===== src/rtl/fp_mul_arbiter.sv =====
// Round-robin front end that shares one pipelined FP multiplier among N_REQ requesters,
// registering operands on issue and routing each result back to the requester that issued it.
module fp_mul_arbiter #(
  parameter int N_REQ   = 4,
  parameter int MUL_LAT = 2
) (
  input  logic                  clk,
  input  logic                  rst,
  input  logic [N_REQ-1:0]      req_valid,
  output logic [N_REQ-1:0]      req_ready,
  input  logic [4*N_REQ-1:0]    req_r_mode,
  input  logic [32*N_REQ-1:0]   req_fp_X,
  input  logic [32*N_REQ-1:0]   req_fp_Y,
  output logic                  mul_valid,
  output logic [3:0]            mul_r_mode,
  output logic [31:0]           mul_fp_X,
  output logic [31:0]           mul_fp_Y,
  input  logic [31:0]           mul_fp_Z,
  input  logic                  mul_ovrf,
  input  logic                  mul_udrf,
  output logic [N_REQ-1:0]      rsp_valid,
  output logic [31:0]           rsp_fp_Z,
  output logic                  rsp_ovrf,
  output logic                  rsp_udrf,
  output logic [15:0]           ops_count
);

  localparam int IDX_W = (N_REQ > 1) ? $clog2(N_REQ) : 1;
  localparam logic [IDX_W:0] N_EXT = (IDX_W+1)'(N_REQ);

  logic [IDX_W-1:0] ptr;
  logic [IDX_W-1:0] grant;
  logic [IDX_W-1:0] ptr_next;
  logic             found;
  logic             handshake;
  logic [IDX_W:0]   cand;
  logic [3:0]       sel_r_mode;
  logic [31:0]      sel_fp_X;
  logic [31:0]      sel_fp_Y;

  logic [MUL_LAT:0] tag_valid;
  logic [IDX_W-1:0] tag_owner [0:MUL_LAT];
  logic             last_valid;
  logic [IDX_W-1:0] last_owner;

  // Search upward from ptr, wrapping at N_REQ, for the first valid requester.
  always_comb begin
    grant = '0;
    found = 1'b0;
    cand  = '0;
    for (int k = 0; k < N_REQ; k++) begin
      cand = {1'b0, ptr} + (IDX_W+1)'(k);
      if (cand >= N_EXT) cand = cand - N_EXT;
      if (!found && req_valid[cand[IDX_W-1:0]]) begin
        found = 1'b1;
        grant = cand[IDX_W-1:0];
      end
    end
  end

  assign handshake = found & ~rst;
  assign ptr_next  = (grant == IDX_W'(N_REQ-1)) ? '0 : grant + 1'b1;

  always_comb begin
    req_ready = '0;
    if (handshake) req_ready[grant] = 1'b1;
  end

  always_comb begin
    sel_r_mode = '0;
    sel_fp_X   = '0;
    sel_fp_Y   = '0;
    for (int i = 0; i < N_REQ; i++) begin
      if (grant == IDX_W'(i)) begin
        sel_r_mode = req_r_mode[4*i +: 4];
        sel_fp_X   = req_fp_X[32*i +: 32];
        sel_fp_Y   = req_fp_Y[32*i +: 32];
      end
    end
  end

  always_ff @(posedge clk) begin
    if (rst) begin
      ptr <= '0;
    end else if (handshake) begin
      ptr <= ptr_next;
    end
  end

  always_ff @(posedge clk) begin
    if (rst) begin
      mul_valid  <= 1'b0;
      mul_r_mode <= '0;
      mul_fp_X   <= '0;
      mul_fp_Y   <= '0;
    end else begin
      mul_valid <= handshake;
      if (handshake) begin
        mul_r_mode <= sel_r_mode;
        mul_fp_X   <= sel_fp_X;
        mul_fp_Y   <= sel_fp_Y;
      end
    end
  end

  // Stage 0 lines up with mul_valid; the last stage lines up with the multiplier result.
  always_ff @(posedge clk) begin
    if (rst) begin
      tag_valid <= '0;
      for (int i = 0; i <= MUL_LAT; i++) tag_owner[i] <= '0;
    end else begin
      tag_valid[0] <= handshake;
      tag_owner[0] <= grant;
      for (int i = 1; i <= MUL_LAT; i++) begin
        tag_valid[i] <= tag_valid[i-1];
        tag_owner[i] <= tag_owner[i-1];
      end
    end
  end

  assign last_valid = tag_valid[MUL_LAT];
  assign last_owner = tag_owner[MUL_LAT];

  always_ff @(posedge clk) begin
    if (rst) begin
      rsp_valid <= '0;
      rsp_fp_Z  <= '0;
      rsp_ovrf  <= 1'b0;
      rsp_udrf  <= 1'b0;
      ops_count <= '0;
    end else begin
      for (int i = 0; i < N_REQ; i++) begin
        rsp_valid[i] <= last_valid && (last_owner == IDX_W'(i));
      end
      if (last_valid) begin
        rsp_fp_Z  <= mul_fp_Z;
        rsp_ovrf  <= mul_ovrf;
        rsp_udrf  <= mul_udrf;
        ops_count <= ops_count + 16'd1;
      end
    end
  end

endmodule


===== config.mk =====
export PLATFORM = sky130hd
export DESIGN_NAME = fp_mul_arbiter
export DESIGN_NICKNAME = d
export VERILOG_FILES = /design/src/rtl/fp_mul_arbiter.sv
export SDC_FILE = /design/constraint.sdc
export NUM_CORES = 1
export LEC_CHECK = 0
export CORE_AREA = 2 2 173 175
export DETAILED_ROUTE_END_ITERATION = 10
export DIE_AREA = 0 0 175 177
export HOLD_SLACK_MARGIN = 0.1
export SETUP_SLACK_MARGIN = 0.1
export SLEW_MARGIN = 10
export SYNTH_ARGS = -nofsm -noshare
export SYNTH_HDL_FRONTEND = slang
export SYNTH_SLANG_ARGS = --single-unit
export TNS_END_PERCENT = 5

===== constraint.sdc =====
create_clock -name clk -period 2.8 [get_ports clk]
set_input_delay 0.56 -clock clk [delete_from_list [all_inputs] [get_ports clk]]
set_output_delay 0.56 -clock clk [all_outputs]
set_load 0.01 [all_outputs]

==> flow_summary.ini <==
[min_path]
hp-class = reg -> reg
holdPathEnd = tag_valid[2]
whs_path_depth = 1
min_from = tag_valid[1]

[clock_tree]
root_buffer = clkbuf_16
cts_buffers = 17
clk_path_buf_depth = 2
clk_latency_ns = 0.42
cts_max_level = 4
cts_tree = built
path_clk_slew_ns = 0.06
cts.sinks = 133
postCtsSetupBuffers = 0
hold_buffers = 0

[yosys]
synth_flop_cell = dfxtp_1
synth_edf_count = 0
synthXorXnorAreaFrac_pct = 1.677
synth_simple_gate_area_share_pct = 14.47
synth_fa_ha_area_share_pct = 0.9215
synth_compound_area_share_pct = 30.56
yosysMostFrequentCell = dfxtp_1
synth_cell_types = 36
synth_common_cells = 133 x dfxtp_1, 108 x a21oi_1, 86 x nor2_1
synth_area_leaders = dfxtp_1 39%, a21oi_1 8.0%, a221oi_1 6.6%, mux2i_1 5.2%, nor2_1 4.8%
yosysWarnings = 0
syn_area_per_cell_um2 = 8.561
syn-num-nets = 1110
seq_area_frac_synth_pct = 39.22
yosysTopAreaCell = dfxtp_1
synth_cells = 793
async_reset_ff_share_pct = 0
ys_ff_latch = 133
synthMuxAreaShare_pct = 5.160
synth_top_family_by_area = compound AO/OA/AOI/OAI gates
syn_area_um2 = 6789
yosysTopAreaCellShare_pct = 39.22

[detailed_routing]
drtPass1Iterations = 5
top_layer_used = met4
ant_nets = 0
wire_per_inst_um = 17.90
drc = 0
wirelength_um = 28870
met1_length_um = 12770
wl_met3_um = 1908
vias_per_cell = 4.720
met2_length_um = 13590
num_vias = 7613
first_iter_violations = 343

[critical_path]
path_max_fanout = 3
crit_path_start_kind = primary input
rr_startpoint = ptr[0]
critPathKind = in -> out
crit_arrival_ns = 2.12
reg2reg_slack_ns = 0.39
worstPathRequired_ns = 2.24
cp-end-kind = output pin
rr_endpoint = mul_fp_Y[0]
ff2ff_path_depth = 12

[layout]
layout-drive-gt1-share_pct = 8.831
area_growth_syn_to_layout_pct = 82.20
final_nets = 1527
n_antenna_cell = 0
final_cells = 1613

[sta]
rsz0062_at_grt = yes
layout_min_cycle_time_ns = 2.683
hold_viol = 0
timing.slew.headroom_pct = 28.71
whs_ns = 0.4440
setup_viol = 0
worstMarginPinSlew_ns = 1.069
skew_ns = 0.01342
finalCritPeriodShare_pct = 95.82
slew_violations = 0
clock.fmax_mhz = 372.7

[placement]
dp.cells = 1581
hpwl_um = 20490
io_buffers = 438
globalplace.congestion = 0.8710

[power_and_ir_drop]
seqPwrFrac_pct = 30.8
p_leak_nw = 4.583
total_power_mw = 7.362
internal-power_mw = 4.973
p_switching_mw = 2.390
clockPowerShare_pct = 32.0
swShare_pct = 32.46
powerDensity_nw_per_um2 = 595.2
combPwrFrac_pct = 37.2
ir_drop_v = 0.0002990

[die]
core_area_um2 = 29240
num_rows = 63
dieArea_um2 = 30980
io_pins = 439
die_h_um = 177
die_w_um = 175
start_util_pct = 23.21

[run]
maxCapViolCount = 0

[global_route]
gr-total-overflow = 0
grt_pass1_wl_um = 43370
grt_max_degree = 93
grt_pass1_vias = 7426
antenna_found_initial = 0
grt_util_all_layers_pct = 17.93

[outcome]
status = completed
## power by group through the flow
| stage | clock network, mW | logic (mW) | registers (mW) |
|---|---|---|---|
| 3_3_place_gp | 0 | 2.73 | 2.31 |
| 2_1_floorplan | 0 | 1.28 | 2.39 |
| 5_1_grt | 2.55 | 2.95 | 2.30 |
| 6_report | 2.35 | 2.74 | 2.27 |
| 3_5_place_dp | 0 | 2.73 | 2.31 |
| 4_1_cts | 2.46 | 2.75 | 2.27 |
## critical path, cell delays in order
cell and delay, ns:
dlygate4sd2_1 0.25, nor2b_2 0.16, a211o_1 0.28, a21oi_4 0.21
inv_2 0.08, ha_1 0.21, and2_1 0.14, clkdlybuf4s15_2 0.23
## logic make-up (layout without fill, tap and decap cells)
logic type                 Yosys count  in the layout
muxes                               35             35
and+or+nand+nor                    198            198
xor gates and xnor gates            13             13
adders and majority gates            5              5
buffers and inverters              122            552
AOI/OAI and AO/OA                  287            287
DFF                                133            133
## cells in the final DEF (no fill, tap or decap), types with 28 or more instances in the layout
cell type	n
dfxtp_1	132
mux2i_1	35
buf_4	28
nor3_1	37
inv_1	41
o21ai_0	38
nor2_1	85
o31a_1	33
nor2b_1	40
a21oi_1	107
a221oi_1	51
clkdlybuf4s50_1	430
a211o_1	36
## registers in the layout, indices dropped and copies added, names as in the netlist, 2 cells and up
name / cells
tag_owner: 6
rsp_fp_Z: 32
ptr: 2
mul_r_mode: 4
tag_valid: 3
mul_fp_Y: 32
ops_count: 16
mul_fp_X: 32
rsp_valid: 4
## metrics by stage
stage | instance area, um2 | setup TNS (ns) | utilization, % | setup slack, ns
2_1_floorplan | 6793 | 0 | - | 0.1247
3_3_place_gp | 11740 | -21.02 | 40.14 | -0.4539
3_5_place_dp | 11740 | -22.52 | 40.14 | -0.4540
4_1_cts | 12370 | 0 | 42.31 | 0.1115
5_1_grt | 12370 | 0 | 42.30 | 0.02859
6_report | 12370 | 0 | 42.30 | 0.1169
## worst max path at each step
stage / startpoint / endpoint / slack (ns) / cells past startpoint
floorplan: req_valid[0] / req_ready[2] / 0.12 / 9
global placement: req_valid[1] / req_ready[3] / -0.45 / 8
detailed placement: req_valid[1] / req_ready[3] / -0.45 / 8
CTS: req_valid[1] / req_ready[0] / 0.11 / 8
global route: req_valid[0] / req_ready[3] / 0.03 / 10
finish: req_valid[0] / req_ready[0] / 0.12 / 8
## cell type report
class	instances	area, um2
fill	2885	16870
timing repair buffer	476	4792
multi-input combinational	538	3654
sequential	133	2664
tap	390	488.0
clock buffer	17	425.4
clock inverter	15	181.4
inverter	44	165.2
## metal layers
layer	vias to the layer above	track usage [%]
li1	3728	-
met1	3564	22.88
met2	290	29.64
met3	31	4.510
met4	0	5.799
met5	-	0
## repair_timing
action / 4_1_cts / 5_1_grt
endpoints found under the setup margin: 17 / 7
pin swaps: 2 / 0
gates resized for setup: 23 / 2
hold endpoints to repair: 0 / 0
Note: power is estimated with default switching activity, not from simulation.
